--- src/rtl/cube_pkg.sv ---
// Shared types and palette table for the cube shading stage.
// Palette entries are packed as {left, right, top, bg}, each 24-bit RGB.
package cube_pkg;

   typedef struct packed {
      logic [7:0] r;
      logic [7:0] g;
      logic [7:0] b;
   } rgb_t;

   typedef struct packed {
      rgb_t left;
      rgb_t right;
      rgb_t top;
      rgb_t bg;
   } palette_t;

   typedef enum logic [1:0] {
      IDLE,
      PENDING,
      APPLY
   } state_t;

   // Scheme 0 keeps a black background so a freshly reset display stays dark.
   localparam palette_t PAL [4] = '{
      {24'hE03030, 24'h30E030, 24'hC8C840, 24'h000000},
      {24'h2040E0, 24'hE08020, 24'hF0F0F0, 24'h303030},
      {24'h80FF80, 24'h8080FF, 24'hFF8080, 24'h202020},
      {24'hFFFF00, 24'h00FFFF, 24'hFF00FF, 24'h404040}
   };

   function automatic rgb_t shade(input rgb_t c);
      rgb_t s;
      s.r = c.r - (c.r >> 3);
      s.g = c.g - (c.g >> 3);
      s.b = c.b - (c.b >> 3);
      return s;
   endfunction

   function automatic rgb_t invert(input rgb_t c);
      return rgb_t'(~c);
   endfunction

endpackage

--- src/rtl/cube_shader_coord_delay.sv ---
// LAT-stage shift register re-aligning raster x/y counters to a delayed pixel stream.
// Clears to (0,0) on reset.
module coord_delay #(
   parameter int LAT = 1,
   parameter int XW  = 11,
   parameter int YW  = 10
) (
   input  logic          clk,
   input  logic          rst_n,
   input  logic [XW-1:0] i_x,
   input  logic [YW-1:0] i_y,
   output logic [XW-1:0] o_x,
   output logic [YW-1:0] o_y
);

   logic [XW-1:0] r_x [LAT];
   logic [YW-1:0] r_y [LAT];

   always_ff @(posedge clk or negedge rst_n) begin
      if (!rst_n) begin
         for (int i = 0; i < LAT; i++) begin
            r_x[i] <= '0;
            r_y[i] <= '0;
         end
      end else begin
         r_x[0] <= i_x;
         r_y[0] <= i_y;
         for (int i = 1; i < LAT; i++) begin
            r_x[i] <= r_x[i-1];
            r_y[i] <= r_y[i-1];
         end
      end
   end

   assign o_x = r_x[LAT-1];
   assign o_y = r_y[LAT-1];

endmodule

--- src/rtl/cube_shader.sv ---
// Colours cube face masks from a palette, with frame-synchronous palette
// switching and an optional blink highlight. Reset input is active-low.
module cube_shader
   import cube_pkg::*;
#(
   parameter int H_ACTIVE     = 800,
   parameter int V_ACTIVE     = 480,
   parameter int FACE_LAT     = 1,
   parameter int BLINK_FRAMES = 30
) (
   input  logic        clk,
   input  logic        reset,
   input  logic [10:0] x_cnt,
   input  logic [9:0]  y_cnt,
   input  logic        left_face,
   input  logic        right_face,
   input  logic [3:0]  top_face,
   input  logic        scheme_next,
   input  logic        highlight_en,
   output logic [7:0]  red,
   output logic [7:0]  green,
   output logic [7:0]  blue,
   output logic [1:0]  scheme,
   output logic        pending
);

   localparam logic [10:0] H_LIM      = 11'(H_ACTIVE);
   localparam logic [9:0]  V_LIM      = 10'(V_ACTIVE);
   localparam logic [7:0]  BLINK_LAST = 8'(BLINK_FRAMES - 1);

   logic [10:0] w_xa;
   logic [9:0]  w_ya;
   logic        w_active;
   logic        w_frameStart;
   logic [1:0]  w_palIdx;
   palette_t    w_pal;
   rgb_t        w_face;
   rgb_t        w_pix;
   logic        w_isFace;

   state_t      r_state;
   logic [1:0]  r_scheme;
   logic        r_pending;
   logic [7:0]  r_blinkCnt;
   logic        r_blinkOn;
   rgb_t        r_rgb;

   coord_delay #(
      .LAT (FACE_LAT),
      .XW  (11),
      .YW  (10)
   ) u_coordDelay (
      .clk   (clk),
      .rst_n (reset),
      .i_x   (x_cnt),
      .i_y   (y_cnt),
      .o_x   (w_xa),
      .o_y   (w_ya)
   );

   assign w_active     = (w_xa < H_LIM) && (w_ya < V_LIM);
   assign w_frameStart = (w_xa == '0) && (w_ya == '0);

   // During APPLY the scheme register has not stepped yet, but the pixel after
   // frame start must already use the new palette.
   assign w_palIdx = (r_state == APPLY) ? r_scheme + 2'd1 : r_scheme;
   assign w_pal    = PAL[w_palIdx];

   always_comb begin
      w_face   = w_pal.bg;
      w_isFace = 1'b1;
      if (left_face)
         w_face = w_pal.left;
      else if (right_face)
         w_face = w_pal.right;
      else if (top_face[0] | top_face[2])
         w_face = w_pal.top;
      else if (top_face[1] | top_face[3])
         w_face = shade(w_pal.top);
      else
         w_isFace = 1'b0;

      w_pix = '0;
      if (w_active)
         w_pix = (w_isFace && r_blinkOn && highlight_en) ? invert(w_face) : w_face;
   end

   always_ff @(posedge clk or negedge reset) begin
      if (!reset)
         r_rgb <= '0;
      else
         r_rgb <= w_pix;
   end

   always_ff @(posedge clk or negedge reset) begin
      if (!reset) begin
         r_state   <= IDLE;
         r_scheme  <= 2'd0;
         r_pending <= 1'b0;
      end else begin
         case (r_state)
            IDLE: begin
               if (scheme_next) begin
                  r_state   <= PENDING;
                  r_pending <= 1'b1;
               end
            end
            PENDING: begin
               if (w_frameStart)
                  r_state <= APPLY;
            end
            APPLY: begin
               r_scheme  <= r_scheme + 2'd1;
               r_state   <= IDLE;
               r_pending <= 1'b0;
            end
            default: begin
               r_state   <= IDLE;
               r_pending <= 1'b0;
            end
         endcase
      end
   end

   // Blink phase flips every BLINK_FRAMES frame starts while highlighting.
   always_ff @(posedge clk or negedge reset) begin
      if (!reset) begin
         r_blinkCnt <= 8'd0;
         r_blinkOn  <= 1'b0;
      end else if (!highlight_en) begin
         r_blinkCnt <= 8'd0;
         r_blinkOn  <= 1'b0;
      end else if (w_frameStart) begin
         if (r_blinkCnt == BLINK_LAST) begin
            r_blinkCnt <= 8'd0;
            r_blinkOn  <= ~r_blinkOn;
         end else begin
            r_blinkCnt <= r_blinkCnt + 8'd1;
         end
      end
   end

   assign red     = r_rgb.r;
   assign green   = r_rgb.g;
   assign blue    = r_rgb.b;
   assign scheme  = r_scheme;
   assign pending = r_pending;

endmodule
--- config.mk ---
export PLATFORM = sky130hd
export DESIGN_NAME = cube_shader
export DESIGN_NICKNAME = d
export VERILOG_FILES = /design/src/rtl/cube_pkg.sv /design/src/rtl/cube_shader_coord_delay.sv /design/src/rtl/cube_shader.sv
export SDC_FILE = /design/constraint.sdc
export NUM_CORES = 1
export LEC_CHECK = 0
export ABC_CLOCK_PERIOD_IN_PS = 3400
export CORE_UTILIZATION = 45
export DETAILED_ROUTE_END_ITERATION = 16
export PLACE_DENSITY = 0.77
export RECOVER_POWER = 25
export SETUP_SLACK_MARGIN = 0.05
export SYNTH_ARGS = -nofsm -noshare
export SYNTH_HDL_FRONTEND = slang
export SYNTH_SLANG_ARGS = --single-unit
--- constraint.sdc ---
create_clock -name clk -period 3.4 [get_ports clk]
set_input_delay 0.68 -clock clk [delete_from_list [all_inputs] [get_ports clk]]
set_output_delay 0.68 -clock clk [all_outputs]
set_load 0.02 [all_outputs]
==> flow_metrics.tcl <==
set metrics [dict create \
    outcome "finished, violations left" \
    violations "max-capacitance violations, max-slew violations" \
    cts_hold_buffers 0 \
    vias_per_cell 5.64 \
    antenna_violating_nets_post_route 0 \
    worst_path_largest_cell_delay_ns 0.44 \
    rr_endpoint "red[6]" \
    synth_largest_type_area_fraction_pct 48.9 \
    path_depth 8 \
    ys_warn_count 0 \
    clk_latency_ns 0.35 \
    setup_slack_ns 0.715 \
    fin_util_pct 61.2 \
    floorplan.die.width_um 82.5 \
    post_synth_inst_count 293 \
    internal-power_uw 1120 \
    die_height_um 82.5 \
    power.switching_fraction_pct 26.2 \
    timing.hold.ws_ns 0.504 \
    worst-setup-path-type "reg -> reg" \
    path_cells "and3b_1 > xnor2_4 > inv_2 > ha_1 > nor3_1 > a221o_1 > a21oi_1 > nor3b_1" \
    layout-drive-gt1-share_pct 9.92 \
    synth_top_cell_by_area "dfrtp_1" \
    coreArea_sq_um 6100 \
    grt_antenna_before_repair 0 \
    insertedDiodeCount 0 \
    cts.sinks 57 \
    finalSetupViolCount 0 \
    fin_skew_ns 0.00853 \
    synth_area_per_cell_sq_um 9.96 \
    ctsResizeCount 0 \
    route.detailed.wl_per_inst_um 15.0 \
    gr-total-overflow 0 \
    timing.reg2reg.worst_path_depth 8 \
    synth_top_flop_cell "dfrtp_1" \
    worst_setup_path_end_kind "register" \
    arrival_ns 2.94 \
    floorplan.initialDensity_pct 47.9 \
    finalCriticalPeriod_ns 2.68 \
    clockPowerShare_pct 42.1 \
    grt_pass1_wl_um 10200 \
    cellPowerDensity_nw_per_um2 407 \
    power.switching_uw 398 \
    leakage_power_summed_over_all_cells_uw 0.00157 \
    max_slew.worst_pin.slew_ns 2.01 \
    synth_area_leaders "dfrtp_1 (49%), ha_1 (3.9%), nor2_1 (3.7%)" \
    clk_transition_reported_paths_ns 0.07 \
    timing.rr.start "scheme[0]" \
    area.growth.synth_to_final_pct 27.8 \
    grt_setup_unrepaired "false" \
    startpoint_of_the_most_critical_setup_path "scheme[0]" \
    rows 28 \
    io_buffers 57 \
    synth_seq_cells 57 \
    setup-tns-final_ns 0 \
    die-area_sq_um 6810 \
    drv_slew 40 \
    syn-num-nets 333 \
    drt-total-wl_um 6440 \
    synth_async_sr_flop_share_pct 100 \
    drt_iter0_drc 219 \
    clk_path_buf_depth 2 \
    worst_setup_path_start_kind "register" \
    irDropWorstVdd_mv 0.305 \
    seqCellArea_sq_um 1430 \
    r2r_slack_ns 0.72 \
    crit_slowest_cell "dfrtp_1" \
    num-fill-cells 539 \
    critical_path_buf_inv_count 1 \
    critical_path_required_ns 3.65 \
    first_global_vias 2162 \
    critical_path.endpoint "red[6]" \
    cp_top_family "simple AND/OR/NAND/NOR gates" \
    nNetsFinal 388 \
    min-delay-path-class "reg -> reg" \
    num_io_pins 58 \
    vias 2412 \
    track_usage_pct 20.8 \
    place_ws_ns 0.666 \
    drtPass1Iterations 5 \
    finalWeightedCongestion 0.912 \
    timing.hold.worst_path_depth 1 \
    max_fanout_on_critical_path 13 \
    synth_sequential_area_ratio_pct 48.9 \
    multi_input_comb_area_sq_um 1380 \
    seqPwrFrac_pct 46.9 \
    tritoncts "done" \
    syn_area_sq_um 2920 \
    ctsRootBufferMaster "clkbuf_8" \
    maximum_number_of_pins_on_one_net_before_global_route_repair 40 \
    post_synth_edffs 0 \
    synth_cell_type_count 58 \
    pwr-share-comb_pct 10.9 \
    max_cap_viol_count 1 \
    worst_slew_margin_rel_pct -33.8 \
    finalCritPeriodShare_pct 79.0 \
    cts.htree.levels 3 \
    hpwl_um 4550 \
    numCtsBuffers 9 \
    final-hold-violation-count 0 \
    drc 0 \
    postCtsSetupBuffers 0 \
    maximum_achievable_frequency_mhz 373 \
]
[power by group through the flow]
stage,Combinational [uW],Clock (uW),Sequential [uW]
after floorplan,73.3,0,735
after global placement,169,0,724
after detailed placement,170,0,725
after CTS,171,655,712
after global routing,181,687,714
final,166,639,712
[synthesized netlist by cell type (3+ instances only)]
cell	n
and3_1	4
inv_1	6
mux2i_1	10
a211oi_1	6
nor4_1	7
nand2_1	18
nor2_1	29
dfrtp_1	57
o21ai_0	16
nand3_1	11
xnor2_1	9
a221oi_1	4
or2_1	3
o31ai_1	3
ha_1	9
nor3_1	8
buf_2	9
nand4_1	3
clkbuf_1	6
nand2b_1	3
a21oi_1	21
o211ai_1	5
[cell type report]
class	count	area share, %
clock buffer	9	3.32
multi-input combinational	210	36.9
timing repair buffer	62	16.1
tap	75	2.52
sequential	57	38.2
inverter	8	0.805
clock inverter	7	2.11
[registers in the layout, summed over array words and instances, names as in the netlist]
register          count
scheme                2
r_blinkCnt            8
r_state               2
r_blinkOn             1
red                   7
u_coordDelay.o_x     11
blue                  8
green                 7
u_coordDelay.o_y     10
pending               1
[per-stage QoR]
stage / instances / total power [uW] / instance area [sq um]
floorplan: 293 / 808 / 2920
global placement: 412 / 893 / 3530
detailed placement: 412 / 895 / 3530
CTS: 428 / 1540 / 3730
global route: 428 / 1580 / 3730
finish: 428 / 1520 / 3730
[how the worst min path moves through the flow]
stage / startpoint / endpoint / slack (ns)
after floorplan: reset / blue[0] / 0.38
after global placement: r_state[1] / pending / 0.48
after detailed placement: r_state[1] / pending / 0.51
after CTS: reset / r_blinkCnt[6] / 0.45
after global routing: r_state[1] / pending / 0.51
final: r_state[1] / pending / 0.50
[per-layer routing]
layer  track usage, %  routed length, um  vias up
met4             10.0                137        0
met1             27.1               2810     1129
met2             31.3               3010      108
met3             6.48                482       10
met5                0                  0        -
li1                 -                  -     1165
[cell usage in the layout (no fill, tap or decap), types with 4 or more instances in the layout]
cell type,instances
o21ai_0,16
nor2_1,29
a211oi_1,6
nor4_1,7
clkbuf_8,9
nor3_1,8
ha_1,9
clkdlybuf4s50_1,34
a221oi_1,4
dlygate4sd3_1,22
buf_4,5
a21oi_1,21
nand2_1,18
inv_1,6
mux2i_1,10
o211ai_1,5
nand3_1,11
and3_1,4
dfrtp_1,57
xnor2_1,9
[cells by family after synthesis]
logic type / Yosys count / synth area share, %
simple gates: 104 / 18.8
compound gates: 75 / 16.8
flops: 57 / 48.9
buf+inv: 26 / 3.99
xor+xnor: 12 / 4.24
mux: 10 / 3.43
fa+ha+maj: 9 / 3.86
Note: power is estimated with default switching activity, not from simulation.
